`src/rtl/tap_window_sum.sv`:
```
// Sums the three taps of an upstream nibble shift chain, tracks how many
// fresh samples the window holds, and counts rising threshold crossings.
module tap_window_sum #(
    parameter logic [5:0] THRESH = 6'd24,
    parameter int         CNT_W  = 8
) (
    input  logic             CLK,
    input  logic             RST,
    input  logic             Ce,
    input  logic [3:0]       Dout1,
    input  logic [3:0]       Dout2,
    input  logic [3:0]       Dout,
    input  logic             Clr,
    output logic [5:0]       Sum,
    output logic             Valid,
    output logic             Over,
    output logic             Hit,
    output logic [CNT_W-1:0] HitCnt
);

    typedef enum logic [1:0] {
        EMPTY,
        ONE,
        TWO,
        FULL
    } fill_t;

    fill_t            r_state;
    logic             r_ced;
    logic [5:0]       r_sum;
    logic             r_valid;
    logic             r_over;
    logic             r_hit;
    logic [CNT_W-1:0] r_cnt;

    logic [5:0]       w_sum;
    logic             w_valid_nxt;
    logic             w_over_nxt;
    logic             w_rise;

    assign w_sum       = {2'b00, Dout1} + {2'b00, Dout2} + {2'b00, Dout};
    // The third fresh sample arrives on the update that leaves TWO.
    assign w_valid_nxt = r_valid | (r_state == TWO) | (r_state == FULL);
    assign w_over_nxt  = w_valid_nxt & (w_sum > THRESH);
    assign w_rise      = r_ced & w_over_nxt & ~r_over;

    always_ff @(posedge CLK or posedge RST) begin
        if (RST) begin
            r_state <= EMPTY;
            r_ced   <= 1'b0;
            r_sum   <= '0;
            r_valid <= 1'b0;
            r_over  <= 1'b0;
            r_hit   <= 1'b0;
            r_cnt   <= '0;
        end else if (Clr) begin
            r_state <= EMPTY;
            r_ced   <= 1'b0;
            r_sum   <= '0;
            r_valid <= 1'b0;
            r_over  <= 1'b0;
            r_hit   <= 1'b0;
            r_cnt   <= '0;
        end else begin
            r_ced <= Ce;
            r_hit <= w_rise;
            if (w_rise && !(&r_cnt))
                r_cnt <= r_cnt + {{(CNT_W-1){1'b0}}, 1'b1};
            if (r_ced) begin
                r_sum   <= w_sum;
                r_valid <= w_valid_nxt;
                r_over  <= w_over_nxt;
                case (r_state)
                    EMPTY:   r_state <= ONE;
                    ONE:     r_state <= TWO;
                    default: r_state <= FULL;
                endcase
            end
        end
    end

    assign Sum    = r_sum;
    assign Valid  = r_valid;
    assign Over   = r_over;
    assign Hit    = r_hit;
    assign HitCnt = r_cnt;

endmodule

```
`config.mk`:
```
export PLATFORM = sky130hd
export DESIGN_NAME = tap_window_sum
export DESIGN_NICKNAME = d
export VERILOG_FILES = /design/src/rtl/tap_window_sum.sv
export SDC_FILE = /design/constraint.sdc
export NUM_CORES = 1
export LEC_CHECK = 0
export CORE_MARGIN = 2
export CORE_UTILIZATION = 25
export DETAILED_ROUTE_END_ITERATION = 10
export PLACE_DENSITY_LB_ADDON = 0.1
export SYNTH_ARGS = -nofsm -noshare
export SYNTH_HDL_FRONTEND = slang
export SYNTH_SLANG_ARGS = --single-unit
export TNS_END_PERCENT = 50
```
`constraint.sdc`:
```
create_clock -name CLK -period 2.4 [get_ports CLK]
set_clock_uncertainty 0.05 [all_clocks]
set_input_delay 0.48 -clock CLK [delete_from_list [all_inputs] [get_ports CLK]]
set_output_delay 0.48 -clock CLK [all_outputs]
set_load 0.03 [all_outputs]
```
; ---- Word-level counts from Yosys, hierarchy flattened
; Cells that the tools add are included.
[word_totals]
in_bits = 16
output_inout_bits = 17
ff_bits = 20
word_cells = 39
[classes]
n_lt_le_gt_ge = 1
reduce_logical = 6
n_addsub = 3
n_mux = 13
n_eq_ne = 3
bitwise = 6
[op_table]
columns = cell, n
row1 = 2-to-1 mux 8 bit, 2
row2 = 2-to-1 mux 6 bit, 2
row3 = adder 8 x 1 -> 8 bit (second input constant), 1
row4 = AND reduction 8 bit, 1
row5 = adder 5 x 4 -> 6 bit, 1
row6 = greater-than comparator 6 x 5 -> 1 bit (second input constant), 1
row7 = 2-to-1 mux 1 bit, 6
row8 = adder 4 x 4 -> 5 bit, 1
row9 = equality test 2 bit (second input constant), 2
row10 = 2-to-1 mux 2 bit, 2
row11 = one-hot mux 2 bit (2 select lines), 1
row12 = nonzero test 2 bit, 2
row13 = bitwise AND 1 bit, 3
row14 = equality test 2 x 1 -> 1 bit (second input constant), 1
row15 = zero test 2 bit, 1
row16 = bitwise OR 1 bit, 2
row17 = logical AND 1 bit, 1
row18 = zero test 1 bit, 1
row19 = inverter 1 bit, 1

; ---- Longest topological paths before layout
[logic_depth]
depth_word = 9
ltp_mapped = 9
ltp_nobuf = 8

; ---- Least setup slack after synthesis
; Ideal clock, no wire load.
[synth_path]
path_type = input-to-reg
start = in Dout1[1]
end = reg r_cnt[1], in the netlist HitCnt[1]
required_time_ns = 2.272
path_slack_ns = -0.516
setup_time_ns = 0.078
n_path_buf = 1
t_arrival_ns = 2.788
stages = 8
cell_sequence = fa_1 ha_1 fa_1 xnor2_1 o41a_1 buf_6 or3b_1 a21oi_1
[synth_via]
elab_chain_len = 8
[synth_rtl]
columns = item, line_no
row1 = from (decl), 10  ; input logic [3:0] Dout1,
row2 = adder 4 x 4 -> 5 bit, 41  ; assign w_sum = {2'b00, Dout1} + {2'b00, Dout2} + {2'b00, Dout};
row3 = adder 5 x 4 -> 6 bit, 41
row4 = greater-than comparator 6 x 5 -> 1 bit, 44  ; assign w_over_nxt = w_valid_nxt & (w_sum > THRESH);
row5 = bitwise AND 1 bit, 44
row6 = bitwise AND 1 bit (2 in a row), 45  ; assign w_rise = r_ced & w_over_nxt & ~r_over;
row7 = logical AND 1 bit, 67  ; if (w_rise && !(&r_cnt))
row8 = nonzero test 2 bit (no line), -
row9 = to (signal assigned), 68  ; r_cnt <= r_cnt + {{(CNT_W-1){1'b0}}, 1'b1};
row10 = to (decl), 34  ; logic [CNT_W-1:0] r_cnt;
; No other way between the ends.
; A chain may end at the register's enable or synchronous reset.

; ---- Worst setup path after layout
[layout_path]
start = in Dout1[1]
end = reg r_cnt[6], in the netlist HitCnt[6]
; The elaborated chain is that of the path after synthesis.

==> key figures <==
Die
  • Die height: 71 um
  • Die Area: 5041 sq um
  • Die X: 71 um
  • IO Count: 33
  • Core Rows: 24
  • Initial Utilization: 0.2578
  • Core area: 4354 sq um

Global routing
  • GR Util All Layers: 0.1201
  • Largest net degree at the start of global routing: 22
  • Total grt overflow: 0
  • Global-route wire length before repair: 4.974 mm
  • Vias in the first global route: 1035
  • Initial antenna violation count: 0

Flow run
  • MaxCap Viol Count: 0

Synthesis
  • Ys async rst share: 1.000
  • Post-Syn Area: 1122 sq um
  • Avg Cell Area, Syn: 10.30 sq um
  • Sequential share of the synthesized area: 0.4459
  • Synth top cells by count: 20 x dfrtp_1, 12 x nor2_1, 10 x a21oi_1
  • Post-synth top area cell: dfrtp_1
  • Post-synthesis register bit count: 20
  • Unique masters post-synth: 32
  • Gate Count Post-Synth: 109
  • Synth top area share: 0.4459
  • Number of flops mapped to enable cells by yosys: 0
  • Synth area leaders: dfrtp_1 45%, fa_1 8.9%, a21oi_1 4.5%, ha_1 4.5%, nor2_1 4.0%
  • Syn nets: 134
  • Top-count cell post-synth: dfrtp_1
  • Most common flop cell mapped by yosys: dfrtp_1
  • Yosys Warn Count: 0

Pwr
  • Leak: 0.7641 nW
  • Maximum vdd drop: 0.0002698 V
  • Pwr Density: 591.2 nW/um^2
  • Overall power: 1.091 mW

Final layout
  • Nets: 188
  • Fin cells: 214
  • N_diodes: 0
  • Post-synthesis to final-layout area growth: 64.44%
  • Fin util: 0.4239
  • Final-layout fill cell count: 432
  • Fraction of layout cells with a size suffix above 1: 0.3210

Critical path
  • Critical path fanouts, max: 7
  • Startpoint Class: input pin
  • R2R depth: 6
  • Worst R2R End: HitCnt[5]
  • Class of the most critical setup path: in2reg
  • R2R Path Start: HitCnt[0]
  • CP endpoint kind: flip-flop
  • Data required, critical path: 2.50 ns
  • Arrival @ worst endpoint: 2.95 ns
  • Setup slack, reg-to-reg: 0.46 ns
  • Crit. Startpoint: Dout1[1]
  • Worst setup endpoint: HitCnt[6]

STA
  • Final period demand of the worst path: 2.847 ns
  • Rel. slew slack: 0.7869
  • Final Hold Viols: 0
  • Max-slew violation count: 0
  • Final setup fails: 10
  • Highest clock rate: 351.2 MHz
  • Slew @ Worst Pin: 0.3187 ns
  • Period utilization: 1.186
  • Worst setup margin: -0.4471 ns
  • Unrepaired setup endpoints after global routing: yes

Clock tree
  • Clock Latency Late Sink: 0.26 ns
  • TritonCTS clock tree: built
  • Clock-pin slew on the worst setup and hold paths: 0.08 ns
  • Clock sink total: 20
  • CTS max path bufs: 2
  • Num CTS Buffers: 3
  • H-tree depth: 1
  • Root buf cell: clkbuf_8
  • Hold-fix buffers at CTS: 0

Drt
  • Vias: 1044
  • Detail Route Antenna Nets: 0
  • Wirelength per Cell: 13.35 um
  • Vias per cell: 4.879
  • Pre-antenna DRT Iters: 4
  • Detailed Route WL: 2.857 mm
  • DR DRC count: 0
  • DRT iter0 DRCs: 16

Placed design
  • I/O Buffers: 32
  • Dpl cells: 201
  • Detailed placement HPWL: 1.912 mm
  • Routability cong.: 0.7987
  • DP Worst Slack: -1.046 ns

Status
  • Outcome: finished with violations
  • Failing checks: negative setup slack

Worst hold path
  • Hold crit path type: reg2reg
  • Min-Delay Path Depth: 2
layout by cell type, fill, tap and decap left out, types with 5 or more instances in the layout:
cell type	synthesis	routed
dfrtp_1	20	20
clkdlybuf4s50_1	0	20
buf_4	0	19
nor2_1	12	11
a21oi_1	10	7
nand3_1	5	5
or3_1	6	5
how the worst min path moves through the flow:
stage	startpoint	endpoint	slack (ns)
2_1_floorplan	RST	Hit	0.39
3_3_place_gp	Sum[0]	Sum[0]	0.46
3_5_place_dp	Sum[1]	Sum[1]	0.47
4_1_cts	Sum[1]	Sum[1]	0.49
5_1_grt	Sum[2]	Sum[2]	0.51
6_report	Sum[1]	Sum[1]	0.48
through the flow:
stage / TNS (ns) / instance area [sq um] / hold WS, ns
after detailed placement: -10.25 / 1578 / 0.4685
after floorplan: -2.990 / 1125 / 0.3938
final: -3.742 / 1846 / 0.4806
after global routing: -4.361 / 1846 / 0.5106
after CTS: -3.914 / 1753 / 0.4880
after global placement: -10.13 / 1578 / 0.4624
critical path, cell delays in order:
cell,delay [ns]
buf_6,0.09
fa_1,0.51
ha_4,0.19
fa_1,0.51
nor3_2,0.06
o41a_1,0.54
nor3_2,0.25
mux2_4,0.31
registers in the layout (all words and copies together) (netlist names):
name / count
r_ced: 1
Hit: 1
r_state: 2
HitCnt: 8
Sum: 6
Over: 1
Valid: 1
per-layer routing:
metal | track usage | share of wire
met2 | 0.1942 | 0.46
met4 | 0.02516 | 0.0046
met5 | 0 | 0
met3 | 0.02849 | 0.056
met1 | 0.1647 | 0.47
what timing repair did:
item / CTS / global route
setup endpoints to repair: 11 / 10
setup buffers: 5 / 4
pin swaps: 28 / 12
gates resized for setup: 46 / 18
endpoints found under the hold margin: 0 / 0
gates cloned: 1 / 0
area by class of cell:
type	count	area [sq um]	share of cell area
Clock inverter	1	30.03	0.01627
Clock buffer	3	41.29	0.02237
Sequential cell	20	500.5	0.2712
Inverter	2	7.507	0.004068
Tap cell	52	65.06	0.03525
Multi-Input combinational cell	84	733.2	0.3973
Timing Repair Buffer	52	467.9	0.2536
power breakdown:
group	switching, mW	internal, mW	total (mW)
registers	0.00714	0.348	0.355
logic	0.184	0.216	0.400
clock network	0.114	0.222	0.336
logic make-up after synthesis:
family	count (synthesis)	share of synthesized area
buffers and inverters	6	0.02676
AND/OR/NAND/NOR	42	0.1962
flip-flops	20	0.4459
XOR/XNOR	1	0.007805
multiplexers	5	0.04571
adder cells (fa/ha/maj)	9	0.1338
AO/OA/AOI/OAI	26	0.1438
(Power assumes the default switching activity.)
